### src/rtl/trigger_sequencer.sv
`default_nettype none
`timescale 1ns/1ps
//============================================================================
// Module : trigger_sequencer
// Arms capture, turns trigger edges into bounded capture windows with a
// holdoff, and forwards host settings writes. Define ADAPTIVE_THRES_EN to
// inject noise-floor derived threshold writes.
// Rev    : 1.0
//============================================================================
module trigger_sequencer #(
    parameter logic [7:0]  THRES_ADDR = 8'd3,
    parameter int          MIN_LEN    = 16,
    parameter int          AVG_LOG2   = 6,
    parameter int          THR_SHIFT  = 2,
    parameter logic [15:0] THR_OFFSET = 16'd32
) (
    input  logic        clock,
    input  logic        reset,
    input  logic        enable,
    input  logic [31:0] sample_in,
    input  logic        sample_in_strobe,
    input  logic        trigger,
    input  logic        arm,
    input  logic        abort,
    input  logic [15:0] cfg_max_len,
    input  logic [15:0] cfg_holdoff,
    input  logic        cfg_continuous,
    input  logic        host_set_stb,
    input  logic [7:0]  host_set_addr,
    input  logic [31:0] host_set_data,
    output logic        set_stb,
    output logic [7:0]  set_addr,
    output logic [31:0] set_data,
    output logic        capture_en,
    output logic        capture_start,
    output logic        capture_done,
    output logic [15:0] pkt_count,
    output logic [1:0]  state_out,
    output logic        thr_valid
);

    localparam logic [15:0] c_min_len = 16'(MIN_LEN);

    typedef enum logic [1:0] {
        S_IDLE     = 2'd0,
        S_ARMED    = 2'd1,
        S_CAPTURE  = 2'd2,
        S_COOLDOWN = 2'd3
    } state_t;

    state_t      r_state;
    logic        r_trigger_d;
    logic [15:0] r_count;

    wire         w_trig_rise   = trigger & ~r_trigger_d;
    wire  [15:0] w_count_inc   = r_count + 16'd1;
    // A 16-bit count wraps to 0 on the 65536th strobe, so cfg_max_len == 0 caps at 65536.
    wire         w_cap_len_hit = sample_in_strobe && (w_count_inc == cfg_max_len);
    wire         w_cap_fall    = !trigger && (r_count >= c_min_len);
    wire         w_hold_done   = (r_count == cfg_holdoff);

    assign state_out = r_state;

    always_ff @(posedge clock or posedge reset) begin
        if (reset) begin
            r_trigger_d <= 1'b0;
        end else begin
            r_trigger_d <= trigger;
        end
    end

    always_ff @(posedge clock or posedge reset) begin
        if (reset) begin
            r_state       <= S_IDLE;
            r_count       <= 16'd0;
            capture_en    <= 1'b0;
            capture_start <= 1'b0;
            capture_done  <= 1'b0;
            pkt_count     <= 16'd0;
        end else begin
            capture_start <= 1'b0;
            capture_done  <= 1'b0;
            if (enable) begin
                if (abort) begin
                    if (r_state == S_CAPTURE) capture_done <= 1'b1;
                    capture_en <= 1'b0;
                    r_count    <= 16'd0;
                    r_state    <= S_IDLE;
                end else begin
                    case (r_state)
                        S_IDLE: begin
                            if (arm) r_state <= S_ARMED;
                        end
                        S_ARMED: begin
                            if (w_trig_rise) begin
                                r_state       <= S_CAPTURE;
                                capture_start <= 1'b1;
                                capture_en    <= 1'b1;
                                r_count       <= 16'd0;
                            end
                        end
                        S_CAPTURE: begin
                            if (w_cap_fall || w_cap_len_hit) begin
                                r_state      <= S_COOLDOWN;
                                capture_done <= 1'b1;
                                capture_en   <= 1'b0;
                                r_count      <= 16'd0;
                                if (pkt_count != 16'hFFFF) pkt_count <= pkt_count + 16'd1;
                            end else if (sample_in_strobe) begin
                                r_count <= w_count_inc;
                            end
                        end
                        S_COOLDOWN: begin
                            if (w_hold_done) begin
                                r_state <= cfg_continuous ? S_ARMED : S_IDLE;
                                r_count <= 16'd0;
                            end else if (sample_in_strobe) begin
                                r_count <= w_count_inc;
                            end
                        end
                        default: r_state <= S_IDLE;
                    endcase
                end
            end
        end
    end

`ifdef ADAPTIVE_THRES_EN
    localparam int c_acc_w = 17 + AVG_LOG2;

    logic [c_acc_w-1:0]  r_acc;
    logic [AVG_LOG2-1:0] r_win;
    logic                r_pend;
    logic [15:0]         r_pend_thr;

    // |I| needs 17 bits so that -32768 maps to +32768.
    wire  [16:0]          w_abs_i      = sample_in[31] ? (17'd0 - {1'b1, sample_in[31:16]})
                                                       : {1'b0, sample_in[31:16]};
    wire  [c_acc_w-1:0]   w_acc_next   = r_acc + {{AVG_LOG2{1'b0}}, w_abs_i};
    wire  [16:0]          w_mean       = w_acc_next[c_acc_w-1:AVG_LOG2];
    wire  [17+THR_SHIFT:0] w_thr_wide  = ({{(THR_SHIFT+1){1'b0}}, w_mean} << THR_SHIFT)
                                       + {{(THR_SHIFT+2){1'b0}}, THR_OFFSET};
    wire  [15:0]          w_thr        = (|w_thr_wide[17+THR_SHIFT:16]) ? 16'hFFFF : w_thr_wide[15:0];
    wire                  w_acc_active = (r_state == S_ARMED) && !trigger;
    wire                  w_window_end = enable && w_acc_active && sample_in_strobe && (r_win == '1);
    wire                  w_ctrl_issue = r_pend && !host_set_stb;
    wire                  w_unused_q   = ^sample_in[15:0];

    always_ff @(posedge clock or posedge reset) begin
        if (reset) begin
            r_acc      <= '0;
            r_win      <= '0;
            r_pend     <= 1'b0;
            r_pend_thr <= 16'd0;
            thr_valid  <= 1'b0;
        end else begin
            thr_valid <= w_ctrl_issue;
            if (!w_acc_active) begin
                r_acc <= '0;
                r_win <= '0;
            end else if (enable && sample_in_strobe) begin
                r_acc <= (r_win == '1) ? '0 : w_acc_next;
                r_win <= r_win + AVG_LOG2'(1);
            end
            // A fresh threshold replaces whatever was pending; a host write to the threshold register cancels it.
            if (w_window_end) begin
                r_pend     <= 1'b1;
                r_pend_thr <= w_thr;
            end else if (r_pend && (!host_set_stb || (host_set_addr == THRES_ADDR))) begin
                r_pend <= 1'b0;
            end
        end
    end
`else
    wire w_ctrl_issue = 1'b0;
    wire [15:0] r_pend_thr = 16'd0;
    wire w_unused_in = ^{sample_in, THRES_ADDR};
    assign thr_valid = 1'b0;
`endif

    always_ff @(posedge clock or posedge reset) begin
        if (reset) begin
            set_stb  <= 1'b0;
            set_addr <= 8'd0;
            set_data <= 32'd0;
        end else begin
            set_stb <= 1'b0;
            if (host_set_stb) begin
                set_stb  <= 1'b1;
                set_addr <= host_set_addr;
                set_data <= host_set_data;
            end else if (w_ctrl_issue) begin
                set_stb  <= 1'b1;
                set_addr <= THRES_ADDR;
                set_data <= {16'd0, r_pend_thr};
            end
        end
    end

endmodule
`default_nettype wire

### config.mk
export PLATFORM = sky130hd
export DESIGN_NAME = trigger_sequencer
export DESIGN_NICKNAME = d
export VERILOG_FILES = /design/src/rtl/trigger_sequencer.sv
export SDC_FILE = /design/constraint.sdc
export NUM_CORES = 1
export LEC_CHECK = 0
export BUFFER_PORTS_ARGS = -buffer_cell sky130_fd_sc_hd__buf_2
export CAP_MARGIN = 20
export CORE_UTILIZATION = 53
export DETAILED_ROUTE_END_ITERATION = 10
export PLACE_DENSITY = 0.87
export SLEW_MARGIN = 25
export SYNTH_ARGS = -nofsm -noshare
export SYNTH_HDL_FRONTEND = slang
export SYNTH_SLANG_ARGS = --single-unit
### constraint.sdc
create_clock -name clock -period 4.8 [get_ports clock]
set_input_delay 0.72 -clock clock [delete_from_list [all_inputs] [get_ports clock]]
set_output_delay 0.72 -clock clock [all_outputs]
set_load 0.01 [all_outputs]
[Word level (Yosys, flattened, before mapping)]
Cells that the tools add are included.
Cells by class
  add/sub/neg operators: 2
  $mul: 0
  divide/modulo/power cells: 0
  $lt $le $gt $ge: 1
  eq/ne operators: 10
  shift operators: 0
  mux-type cells: 27
  bitwise operators: 3
  reduce and logical (&&, ||, !) cells: 11
Operator list (number)
  2-to-1 mux 16 bit: 5
  case mux 16 bit (3 select lines): 1
  adder 16 x 1 -> 16 bit (second input constant): 2
  equality test 16 bit: 2
  greater-or-equal comparator 16 x 5 -> 1 bit (second input constant): 1
  != test 16 bit (second input constant): 1
  2-to-1 mux 1 bit: 14
  2-to-1 mux 2 bit: 5
  AND reduction 5 bit: 2
  != test 3 bit (second input constant): 3
  case mux 2 bit (4 select lines): 1
  equality test 2 bit (second input constant): 2
  AND reduction 4 bit: 1
  nonzero test 4 bit: 1
  != test 3 x 2 -> 1 bit (second input constant): 1
  AND reduction 3 bit: 1
  nonzero test 3 bit: 1
  equality test 2 x 1 -> 1 bit (second input constant): 1
  logical AND 1 bit: 2
  logical NOT 2 bit: 1
  inverter 1 bit: 2
  case mux 1 bit (2 select lines): 1
  AND 1 bit: 1
  logical NOT 1 bit: 1
  logical OR 1 bit: 1
Storage, ports and cells
  register bits: 79
  latch bits: 0
  RAM bits: 0
  memory bits (read-only): 0
  input port bits: 113
  output and inout bits: 63
  word-level logic and storage cells: 64
  memories kept: 0

[Longest topological paths before layout]
Gate-level depths: netlist (run 1).
  word-level depth: 8
  gate-level depth with buffers: 12
  gate-level depth less buffers: 10

[Worst setup path after synthesis (run 1)]
OpenSTA, ideal clock, no wires.
  path kind: in2reg
  from: input cfg_max_len[3]
  to: register r_count[11]
  data arrival time: 3.017 ns
  data required time: 4.679 ns
  setup slack: 1.662 ns
  stages: 9
  cell sequence: xor2_1 xnor2_1 a2111o_1 or4_1 a2111oi_4 o22ai_2 buf_2 a21o_1 a22o_1
Between the ends
  cells in the longest elaborated chain, start to end: 6
Ends and longest elaborated chain
  start: declaration: RTL line 25  | input logic [15:0] cfg_max_len,
  equality test 16 bit: RTL line 58  | wire w_cap_len_hit = sample_in_strobe && (w_count_inc == cfg_max_len);
  logical AND 1 bit: RTL line 58
  logical OR 1 bit: RTL line 103  | if (w_cap_fall || w_cap_len_hit) begin
  2-to-1 mux 16 bit: RTL line 103
  case mux 16 bit (3 select lines): RTL line 90  | case (r_state)
  2-to-1 mux 16 bit: RTL line 84  | if (abort) begin
  end signal: assignment: RTL line 110  | r_count <= w_count_inc;
  end signal: assignment: RTL line 118  | r_count <= w_count_inc;
  end: declaration: RTL line 53  | logic [15:0] r_count;
Every way passes these cells.
A chain may end at the register's enable or synchronous reset.

[Worst setup path after layout (run 1)]
  from: register r_count[0]
  to: register r_count[1]
Between the ends
  cells in the longest elaborated chain, start to end: 7
  elaborated cells between the ends (all ways): 12
Ends and longest elaborated chain
  adder 16 x 1 -> 16 bit: RTL line 56  | wire [15:0] w_count_inc = r_count + 16'd1;
  equality test 16 bit: RTL line 58
  logical AND 1 bit: RTL line 58
  logical OR 1 bit: RTL line 103
  2-to-1 mux 16 bit: RTL line 103
  case mux 16 bit (3 select lines) (*): RTL line 90
  2-to-1 mux 16 bit (*): RTL line 84
Every way passes the cells marked *; elsewhere a longest branch is shown, timed or not.

==> results of run 1 <==
==> worst paths after layout <==
| kind | startpoint | to | slack (ns) | cells after the start |
|---|---|---|---|---|
| max | r_count[0]$_DFFE_PP0P_ | r_count[1]$_DFFE_PP0P_ | 0.91 | 9 |
| min | pkt_count[5]$_DFFE_PP0P_ | pkt_count[5]$_DFFE_PP0P_ | 0.49 | 1 |
| max reg2reg | r_count[0]$_DFFE_PP0P_ | r_count[1]$_DFFE_PP0P_ | 0.91 | 9 |
| min reg2reg | pkt_count[5]$_DFFE_PP0P_ | pkt_count[5]$_DFFE_PP0P_ | 0.49 | 1 |
| max in group asynchronous | reset | pkt_count[12]$_DFFE_PP0P_ | 3.75 | 3 |
| min in group asynchronous | reset | pkt_count[5]$_DFFE_PP0P_ | 0.52 | 3 |
==> cells in the final DEF (no fill, tap or decap), drive strengths merged, types with 4 or more instances in the layout <==
cell type,instances
buf,143
nand3,14
o211ai,7
mux2,41
a21oi,7
o21ai,8
nand2,25
inv,14
a21o,10
nor3,15
a22o,11
ha,7
clkbuf,10
and4,5
and3,4
nor2,20
nor4,13
xnor2,10
clkinv,4
xor2,35
nor2b,5
nand4,9
dfrtp,79
==> power breakdown <==
group	switching (mW)	internal [mW]	leakage [nW]
Sequential	0.0366	0.714	0.999
Clock	0.251	0.298	0.112
Combinational	0.175	0.154	1.50
==> sequential cells by signal, summed over array words and instances, names as in the netlist <==
| name | count |
|---|---|
| capture_start | 1 |
| set_addr | 8 |
| state_out | 2 |
| set_stb | 1 |
| r_count | 16 |
| capture_en | 1 |
| set_data | 32 |
| pkt_count | 16 |
| capture_done | 1 |
| r_trigger_d | 1 |
==> cell usage after synthesis, drive strengths merged, types with 11 or more instances <==
| cell | count | share of area (%) |
|---|---|---|
| clkbuf | 14 | 1.2 |
| xor2 | 35 | 7.0 |
| nor4 | 13 | 1.9 |
| dfrtp | 79 | 45 |
| nor2 | 20 | 1.7 |
| mux2 | 41 | 11 |
| nand3 | 14 | 1.7 |
| inv | 14 | 1.2 |
| buf | 12 | 1.5 |
| nor3 | 15 | 2.3 |
| a22o | 11 | 2.2 |
| nand2 | 25 | 2.2 |
==> per-layer routing <==
layer | vias to the layer above | GRT usage (%) | share of wire, %
li1 | 1724 | - | -
met1 | 1752 | 30.9 | 41
met2 | 174 | 41.8 | 49
met3 | 28 | 5.34 | 6.8
met4 | 0 | 11.8 | 3.0
met5 | - | 0 | 0
==> cells by family (layout without fill, tap and decap cells) <==
| logic type | after synthesis | after routing |
|---|---|---|
| AO/OA/AOI/OAI | 66 | 66 |
| XOR/XNOR | 45 | 45 |
| adder cells (fa/ha/maj) | 7 | 7 |
| buffers and inverters | 40 | 173 |
| flip-flops | 79 | 79 |
| multiplexers | 41 | 41 |
| other | 1 | 1 |
| AND/OR/NAND/NOR | 129 | 129 |
==> metrics by stage <==
| step | util (%) | hold WS, ns | power, mW | area, um^2 |
|---|---|---|---|---|
| after floorplan | - | 0.514 | 0.971 | 4360 |
| after global placement | 64.9 | 0.470 | 1.08 | 5090 |
| after detailed placement | 64.9 | 0.478 | 1.10 | 5090 |
| after CTS | 67.7 | 0.491 | 1.64 | 5310 |
| after global routing | 67.7 | 0.498 | 1.71 | 5320 |
| final | 67.7 | 0.487 | 1.63 | 5320 |
==> final cells by class <==
cell class	count	share of cell area (%)
inverters	14	1.01
flip-flops and latches	79	37.2
multi-input cells	289	41.6
well taps	102	2.40
clock inverters	6	1.77
repair buffers	143	13.6
clock buffers	10	2.40
==> impl_metrics.json, run 1 <==
{
  "crit_chain": "ha_1 > nor2b_1 > a31oi_1 > a2111o_1 > or4_1 > a2111oi_4 > o22ai_2 > and2_4 > a32o_1",
  "critPathTopFamily": "compound AO/OA/AOI/OAI gates",
  "clk_path_buf_depth": 2,
  "fin_cells": 643,
  "startpoint_type": "flop",
  "place_ws_ns": 0.962,
  "row_count": 32,
  "hold_viol_final": 0,
  "wl_per_cell_um": 16.3,
  "dp.cells": 627,
  "cp-end-kind": "flop",
  "grt_pass1_vias": 3482,
  "track_usage_pct": 25.0,
  "critical_path.slowest_cell": "or4_1",
  "routed_wl_um": 10500,
  "setup_viol": 0,
  "htree_levels": 3,
  "postCtsHoldBufs": 0,
  "grt_pass1_wl_um": 16600,
  "setup_tns_ns": 0,
  "synth-compound-area-share_pct": 12.0,
  "antenna_found_initial": 0,
  "max_cap_violations": 0,
  "p_leak_nw": 2.61,
  "n_fill_cell": 604,
  "worst_slack_ns": 0.906,
  "yosys.area_share.simple_pct": 17.0,
  "critical_path_class": "reg2reg",
  "portBuffers": 142,
  "synthesis.nets": 528,
  "hpwl_um": 7790,
  "nets": 656,
  "clkSlewWorstSetupHoldPaths_ns": 0.09,
  "finalMaxSlewViolations": 0,
  "synth_adder_area_share_pct": 2.01,
  "ys_types": 61,
  "dieHeight_um": 92.7,
  "cts-buffers-inserted": 9,
  "ctsResizeCount": 0,
  "clk_latency_ns": 0.34,
  "ir_drop_mv": 0.144,
  "drt-pass1-iter-count": 4,
  "crit_fanout": 17,
  "start_util_pct": 55.6,
  "regArea_um2": 1980,
  "multiInputGateArea_um2": 2210,
  "run_status": "finished clean",
  "vias": 3678,
  "worst_pin_slew_ns": 0.864,
  "synth.area.mux_share_pct": 10.6,
  "hp-class": "reg2reg",
  "drt_iter0_drc": 189,
  "syn_inst": 408,
  "synth_enable_flop_cells": 0,
  "gp_congestion": 0.927,
  "cts_tree": "done",
  "synth_top_family_by_area": "simple AND/OR/NAND/NOR gates",
  "slowest_delay_ns": 0.61,
  "drc": 0,
  "finalCritPeriodShare_pct": 81.1,
  "maxSlewHeadroom_pct": 42.4,
  "coreArea_um2": 7850,
  "ys_seq_area_share_pct": 45.3,
  "clock-sinks": 79,
  "syn_avg_cell_area_um2": 10.7,
  "layout-drive-gt1-share_pct": 39.9,
  "gr-total-overflow": 0,
  "ys_ff_latch": 79,
  "rsz0062_at_grt": "false",
  "post_drt_via_cell_ratio": 5.72,
  "grt_max_degree": 80,
  "ys_warn_count": 0,
  "n_antenna_cell": 0,
  "die-area_um2": 8600,
  "die_x_um": 92.7,
  "synth_xor_area_share_pct": 9.03,
  "post_cts_buffers": 0,
  "period_minus_slack_ns": 3.89,
  "powerDensity_nw_per_um2": 306,
  "syn2layout_area_growth_pct": 21.8,
  "max_freq_mhz": 257,
  "ant_nets": 0,
  "crit_arrival_ns": 4.12,
  "path_buf_inv": 0,
  "skew_ns": 0.0114,
  "critPathRequiredTime_ns": 5.03,
  "synthArstFlopShare_pct": 100,
  "synthFlopType": "dfrtp_1",
  "netlist_area_um2": 4360,
  "boundaryPins": 176,
  "root_buffer": "clkbuf_8"
}
Note: power is estimated with default switching activity, not from simulation.
==> inputs of run 2 (changes only) <==
--- a/config.mk
+++ b/config.mk
@@ -5,11 +5,12 @@
 export SDC_FILE = /design/constraint.sdc
 export NUM_CORES = 1
 export LEC_CHECK = 0
+export ABC_AREA = 1
 export BUFFER_PORTS_ARGS = -buffer_cell sky130_fd_sc_hd__buf_2
 export CAP_MARGIN = 20
-export CORE_UTILIZATION = 53
+export CORE_UTILIZATION = 50
 export DETAILED_ROUTE_END_ITERATION = 10
-export PLACE_DENSITY = 0.87
+export PLACE_DENSITY = 0.81
 export SLEW_MARGIN = 25
 export SYNTH_ARGS = -nofsm -noshare
 export SYNTH_HDL_FRONTEND = slang
==> constraint.sdc (replaced) <==
create_clock -name clock -period 3.8 [get_ports clock]
set_input_delay 0.57 -clock clock [delete_from_list [all_inputs] [get_ports clock]]
set_output_delay 0.57 -clock clock [all_outputs]
set_load 0.01 [all_outputs]
==> run 2 against run 1 <==
Effect of this change: sequential cell count unchanged; register-to-register slack improved by 0.30 ns; global-route usage decreased by 1.6 points; setup slack improved by 0.30 ns; highest routed layer unchanged; critical path depth increased by 7; largest power group unchanged; synthesized cell count increased by 39%; critical endpoint is now r_count[5]$_DFFE_PP0P_; design area increased by 8.0%; power increased by 38%; combinational power increased by 91%.
==> impl_metrics.json, run 2 <==
{
  "run_status": "finished clean",
  "syn_avg_cell_area_um2": 8.44,
  "ir_drop_mv": 0.285,
  "syn2layout_area_growth_pct": 19.9,
  "synth_common_cells": "nand2_1 (146), dfrtp_1 (79), nand3_1 (62)",
  "synth_top_area_share_pct": 41.3,
  "cts-buffers-inserted": 9,
  "powerDensity_nw_per_um2": 392,
  "ant_nets": 0,
  "gp_congestion": 0.907,
  "boundaryPins": 176,
  "synth_enable_flop_cells": 0,
  "synthArstFlopShare_pct": 100,
  "hp-class": "in2reg",
  "worst_pin_slew_ns": 0.885,
  "max_freq_mhz": 385,
  "n_antenna_cell": 0,
  "track_usage_pct": 23.4,
  "multiInputGateArea_um2": 2450,
  "reg2reg_depth": 16,
  "clkSlewWorstSetupHoldPaths_ns": 0.09,
  "rsz0062_at_grt": "false",
  "drt-pass1-iter-count": 5,
  "synth_area_leaders": "dfrtp_1 (41%), nand2_1 (11%), mux2_2 (9.4%)",
  "finalCritPeriodShare_pct": 68.4,
  "setup_viol": 0,
  "pwr-share-seq_pct": 45.5,
  "p_sw_uw": 794,
  "dpl_cell_area_um2": 5550,
  "reg_top3": "set_data x32, pkt_count x16, r_count x16",
  "gr-total-overflow": 0,
  "p_leak_nw": 3.02,
  "skew_ns": 0.0125,
  "cts_tree": "done",
  "drc": 0,
  "internal_power_mw": 1.45,
  "maxSlewHeadroom_pct": 41.0,
  "ys_warn_count": 0,
  "crit_arrival_ns": 2.82,
  "grt_pass1_vias": 4167,
  "most-common-layout-cells": "nand2_1 (146), buf_2 (142), dfrtp_1 (79)",
  "post_drt_via_cell_ratio": 5.10,
  "root_buffer": "clkbuf_8",
  "final_area_um2": 5740,
  "layout-drive-gt1-share_pct": 33.7,
  "critical_path_class": "reg2reg",
  "netlist_area_um2": 4790,
  "ctsResizeCount": 0,
  "ys_ff_latch": 79,
  "finalMaxSlewViolations": 0,
  "drt_iter0_drc": 184,
  "critPathRequiredTime_ns": 4.02,
  "power_mw": 2.25,
  "hpwl_um": 8660,
  "clkPwrFrac_pct": 26.6,
  "antenna_found_initial": 0,
  "die-area_um2": 9970,
  "ys_types": 43,
  "clock-sinks": 79,
  "clk_latency_ns": 0.35,
  "top_register": "set_data",
  "grt_pass1_wl_um": 18700,
  "min_path_cells": 1,
  "hold_viol_final": 0,
  "coreArea_um2": 9240,
  "clk_path_buf_depth": 2,
  "startpoint_type": "flop",
  "dieHeight_um": 99.8,
  "yosysMostFrequentCell": "nand2_1",
  "post_cts_buffers": 0,
  "grt_max_degree": 42,
  "wl_per_cell_um": 13.4,
  "n_fill_cell": 828,
  "final_common_cell": "nand2_1",
  "synthFlopType": "dfrtp_1",
  "regArea_um2": 1980,
  "cp-end-kind": "flop",
  "routed_wl_um": 11300,
  "portBuffers": 142,
  "syn_inst": 567,
  "die_x_um": 99.8,
  "postCtsHoldBufs": 0,
  "largest_reg_flops": 32,
  "nets": 824,
  "setup_tns_ns": 0,
  "start_util_pct": 51.8,
  "crit_fanout": 16,
  "netlist.top_cell.by_area": "dfrtp_1",
  "period_minus_slack_ns": 2.60,
  "vias": 4271,
  "ys_seq_area_share_pct": 41.3,
  "synthesis.nets": 687,
  "htree_levels": 3,
  "power.share.switching_pct": 35.3,
  "comb_power_share_pct": 27.9,
  "max_cap_violations": 0,
  "row_count": 35
}
-- run 2: metrics by stage --
stage               std cells  hold slack [ns]  utilization, %  worst slack, ns
finish                    838            0.342            62.1             1.20
global route              838            0.323            62.1            0.901
CTS                       838            0.326            62.1             1.20
detailed placement        822            0.458            60.0             1.09
global placement          822            0.455            60.0             1.13
floorplan                 567            0.472               -             1.21
-- run 2: metal layers --
layer	up-vias	part of all wire, %	track usage (%)
met2	149	51	41.3
li1	2113	-	-
met4	0	1.5	7.01
met3	14	5.7	4.74
met1	1995	42	28.9
met5	-	0	0
-- run 2: cell type report --
cell class,count,share of cell area (%)
clock inverter,6,0.916
tap,129,2.81
timing repair buffer,143,12.5
multi-input combinational,409,42.7
sequential,79,34.5
clock buffer,10,2.40
inverter,62,4.23
-- run 2: cells by family after synthesis --
kind of cell	share of synthesized area [%]
and+or+nand+nor	27.9
AOI/OAI and AO/OA	5.07
xor gates and xnor gates	6.90
DFF	41.3
muxes	9.41
buffers and inverters	7.53
other	0.0784
adders and majority gates	1.83
-- run 2: critical path, cell delays in order, from the launching register on --
cell     delay (ns)
dfrtp_1        0.56
ha_1           0.29
nand2_1        0.12
nor2_2         0.23
nand2_1        0.08
nand2_1        0.08
nand2_1        0.07
nand2_1        0.08
nand2_1        0.05
inv_1          0.05
nand2_1        0.08
nor2_2         0.10
nand3_2        0.15
nand3_1        0.13
nand2_2        0.20
nand3_1        0.14
nand2_1        0.07
-- run 2: power by group through the flow --
| stage | combinational [mW] | sequential, mW | clock, mW |
|---|---|---|---|
| after global placement | 0.608 | 1.03 | 0 |
| final | 0.627 | 1.02 | 0.597 |
| after CTS | 0.630 | 1.02 | 0.610 |
| after global routing | 0.700 | 1.04 | 0.648 |
| after floorplan | 0.404 | 1.05 | 0 |
| after detailed placement | 0.629 | 1.04 | 0 |
-- run 2: worst paths after layout --
kind                                   startpoint                       end  slack, ns
setup / recovery           r_count[0]$_DFFE_PP0P_    r_count[5]$_DFFE_PP0P_       1.20
hold reg to reg            capture_en$_DFFE_PP0P_    capture_en$_DFFE_PP0P_       0.48
min in group asynchronous                   reset  pkt_count[8]$_DFFE_PP0P_       0.40
setup reg to reg           r_count[0]$_DFFE_PP0P_    r_count[5]$_DFFE_PP0P_       1.20
hold / removal                            trigger     r_trigger_d$_DFF_PP0_       0.34
max in group asynchronous                   reset  set_data[28]$_DFFE_PP0P_       2.40
==> inputs of run 3 (changes only) <==
--- a/config.mk
+++ b/config.mk
@@ -8,9 +8,9 @@
 export ABC_AREA = 1
 export BUFFER_PORTS_ARGS = -buffer_cell sky130_fd_sc_hd__buf_2
 export CAP_MARGIN = 20
-export CORE_UTILIZATION = 50
+export CORE_UTILIZATION = 45
 export DETAILED_ROUTE_END_ITERATION = 10
-export PLACE_DENSITY = 0.81
+export PLACE_DENSITY = 0.77
 export SLEW_MARGIN = 25
 export SYNTH_ARGS = -nofsm -noshare
 export SYNTH_HDL_FRONTEND = slang
==> constraint.sdc (replaced) <==
create_clock -name clock -period 2.3 [get_ports clock]
set_input_delay 0.345 -clock clock [delete_from_list [all_inputs] [get_ports clock]]
set_output_delay 0.345 -clock clock [all_outputs]
set_load 0.01 [all_outputs]
==> run 3 against run 2 <==
Effect of this change: via count grew 4.1%; combinational power grew 99%; design area grew 8.7%; utilization shrank 1.7 points; sequential cell count is the same; wire length grew 11%; power grew 80%; largest power group unchanged.
==> impl_metrics.json, run 3 (synthesis gave the netlist of run 2 again) <==
{
  "clock-sinks": 79,
  "most-common-layout-cells": "nand2_1 (142), buf_2 (142), dfrtp_1 (72)",
  "critical_path_class": "reg2reg",
  "p_leak_nw": 3.23,
  "largest_reg_flops": 32,
  "worst_pin_slew_ns": 0.620,
  "setup_viol": 0,
  "portBuffers": 142,
  "drc": 0,
  "slowest_delay_ns": 0.43,
  "root_buffer": "clkbuf_8",
  "routed_wl_um": 12500,
  "layout-drive-gt1-share_pct": 39.9,
  "syn2layout_area_growth_pct": 30.3,
  "maxSlewHeadroom_pct": 58.3,
  "fin_cells": 878,
  "run_status": "finished clean",
  "power.share.switching_pct": 34.1,
  "comb_power_share_pct": 30.8,
  "htree_levels": 3,
  "crit_arrival_ns": 2.41,
  "dp.cells": 851,
  "post_drt_via_cell_ratio": 5.06,
  "wl_per_cell_um": 14.2,
  "hold_viol_final": 0,
  "crit_fanout": 4,
  "critical_path.slowest_cell": "dfrtp_2",
  "hpwl_um": 9260,
  "vias": 4445,
  "clk_latency_ns": 0.35,
  "p_sw_mw": 1.38,
  "powerDensity_nw_per_um2": 650,
  "start_util_pct": 46.4,
  "skew_ns": 0.0145,
  "clkSlewWorstSetupHoldPaths_ns": 0.09,
  "top_register": "set_data",
  "postCtsHoldBufs": 0,
  "ant_nets": 0,
  "grt_pass1_vias": 4405,
  "cp-end-kind": "flop",
  "gp_congestion": 0.863,
  "startpoint_type": "flop",
  "gr-total-overflow": 0,
  "clkPwrFrac_pct": 27.7,
  "pwr-share-seq_pct": 41.6,
  "final_area_um2": 6230,
  "grt_pass1_wl_um": 19800,
  "crit_chain": "ha_4 > nand3_4 > nor2_4 > nand2_1 > nand3_1 > nand2_1 > nor2_1 > nand3_1 > nor2_2 > nand3_4 > nand2_8 > nand2_4 > inv_6 > o21ai_2",
  "dieHeight_um": 105,
  "max_freq_mhz": 460,
  "critPathRequiredTime_ns": 2.54,
  "hp-class": "in2async",
  "die-area_um2": 11100,
  "internal_power_mw": 2.67,
  "antenna_found_initial": 1,
  "worst_slack_ns": 0.128,
  "ir_drop_mv": 0.442,
  "grt_max_degree": 42,
  "row_count": 37,
  "place_ws_ns": -0.0516,
  "clk_path_buf_depth": 2,
  "period_minus_slack_ns": 2.17,
  "drt-pass1-iter-count": 4,
  "reg_top3": "set_data x32, pkt_count x16, r_count x16",
  "drt_iter0_drc": 178,
  "cts_tree": "done",
  "boundaryPins": 176,
  "nets": 858,
  "die_x_um": 105,
  "dpl_cell_area_um2": 5740,
  "coreArea_um2": 10300,
  "finalMaxSlewViolations": 0,
  "track_usage_pct": 22.4,
  "max_cap_violations": 0,
  "finalCritPeriodShare_pct": 94.4,
  "post-route-util_pct": 60.4,
  "cts-buffers-inserted": 9,
  "n_antenna_cell": 0
}
run 3: worst paths after layout:
check,endpoint,start,cells after the start,slack (ns)
max reg2reg,pkt_count[10]$_DFFE_PP0P_,r_count[1]$_DFFE_PP0P_,14,0.13
min reg2reg,capture_en$_DFFE_PP0P_,capture_en$_DFFE_PP0P_,2,0.50
max,pkt_count[10]$_DFFE_PP0P_,r_count[1]$_DFFE_PP0P_,14,0.13
min in group clock,r_trigger_d$_DFF_PP0_,trigger,1,0.11
max in group asynchronous,r_count[5]$_DFFE_PP0P_,reset,3,1.70
min,set_addr[5]$_DFFE_PP0P_,reset,2,0.02
run 3: cell type report:
type	instances	area [um^2]
Clock inverter	5	82.6
Tap cell	136	170
Fill cell	897	4090
Clock buffer	10	128
Timing Repair inverter	3	36.3
Timing Repair Buffer	171	945
Inverter	62	251
Sequential cell	79	1990
Multi-Input combinational cell	412	2640
run 3: worst max-delay path, delay by kind of cell, from the launching register on:
kind	cells	cell delay [ns]
adder cells (fa/ha/maj)	1	0.18
AND/OR/NAND/NOR	11	1.27
AO/OA/AOI/OAI	1	0.05
buffers and inverters	1	0.11
flip-flops	1	0.43
run 3: timing repair:
item / 4_1_cts / 5_1_grt
endpoints found under the setup margin: 27 / 35
buffers inserted: 0 / 6
cloned: 1 / 5
pin swaps: 0 / 17
gates resized for setup: 6 / 39
run 3: power by group through the flow:
stage	clock network, mW	registers (mW)	logic [mW]
after floorplan	0	1.74	0.668
after global routing	1.20	1.71	1.37
after detailed placement	0	1.70	1.12
after CTS	1.14	1.68	1.13
after global placement	0	1.69	1.07
final	1.12	1.68	1.25
run 3: routing by layer:
layer  GRT usage [%]  vias up  wire, um
met4            7.75        2       247
li1                -     2179         -
met2            38.7      151      6280
met3            5.12       28       740
met1            27.3     2085      5180
met5               0        -        12
run 3: per-stage QoR:
| step | power (mW) | hold WS, ns | setup TNS [ns] |
|---|---|---|---|
| 4_1_cts | 3.96 | 0.0261 | 0 |
| 3_5_place_dp | 2.82 | 0.418 | -0.842 |
| 2_1_floorplan | 2.41 | 0.376 | 0 |
| 3_3_place_gp | 2.76 | 0.407 | -0.105 |
| 6_report | 4.05 | 0.0230 | 0 |
| 5_1_grt | 4.27 | 0.0411 | -0.168 |
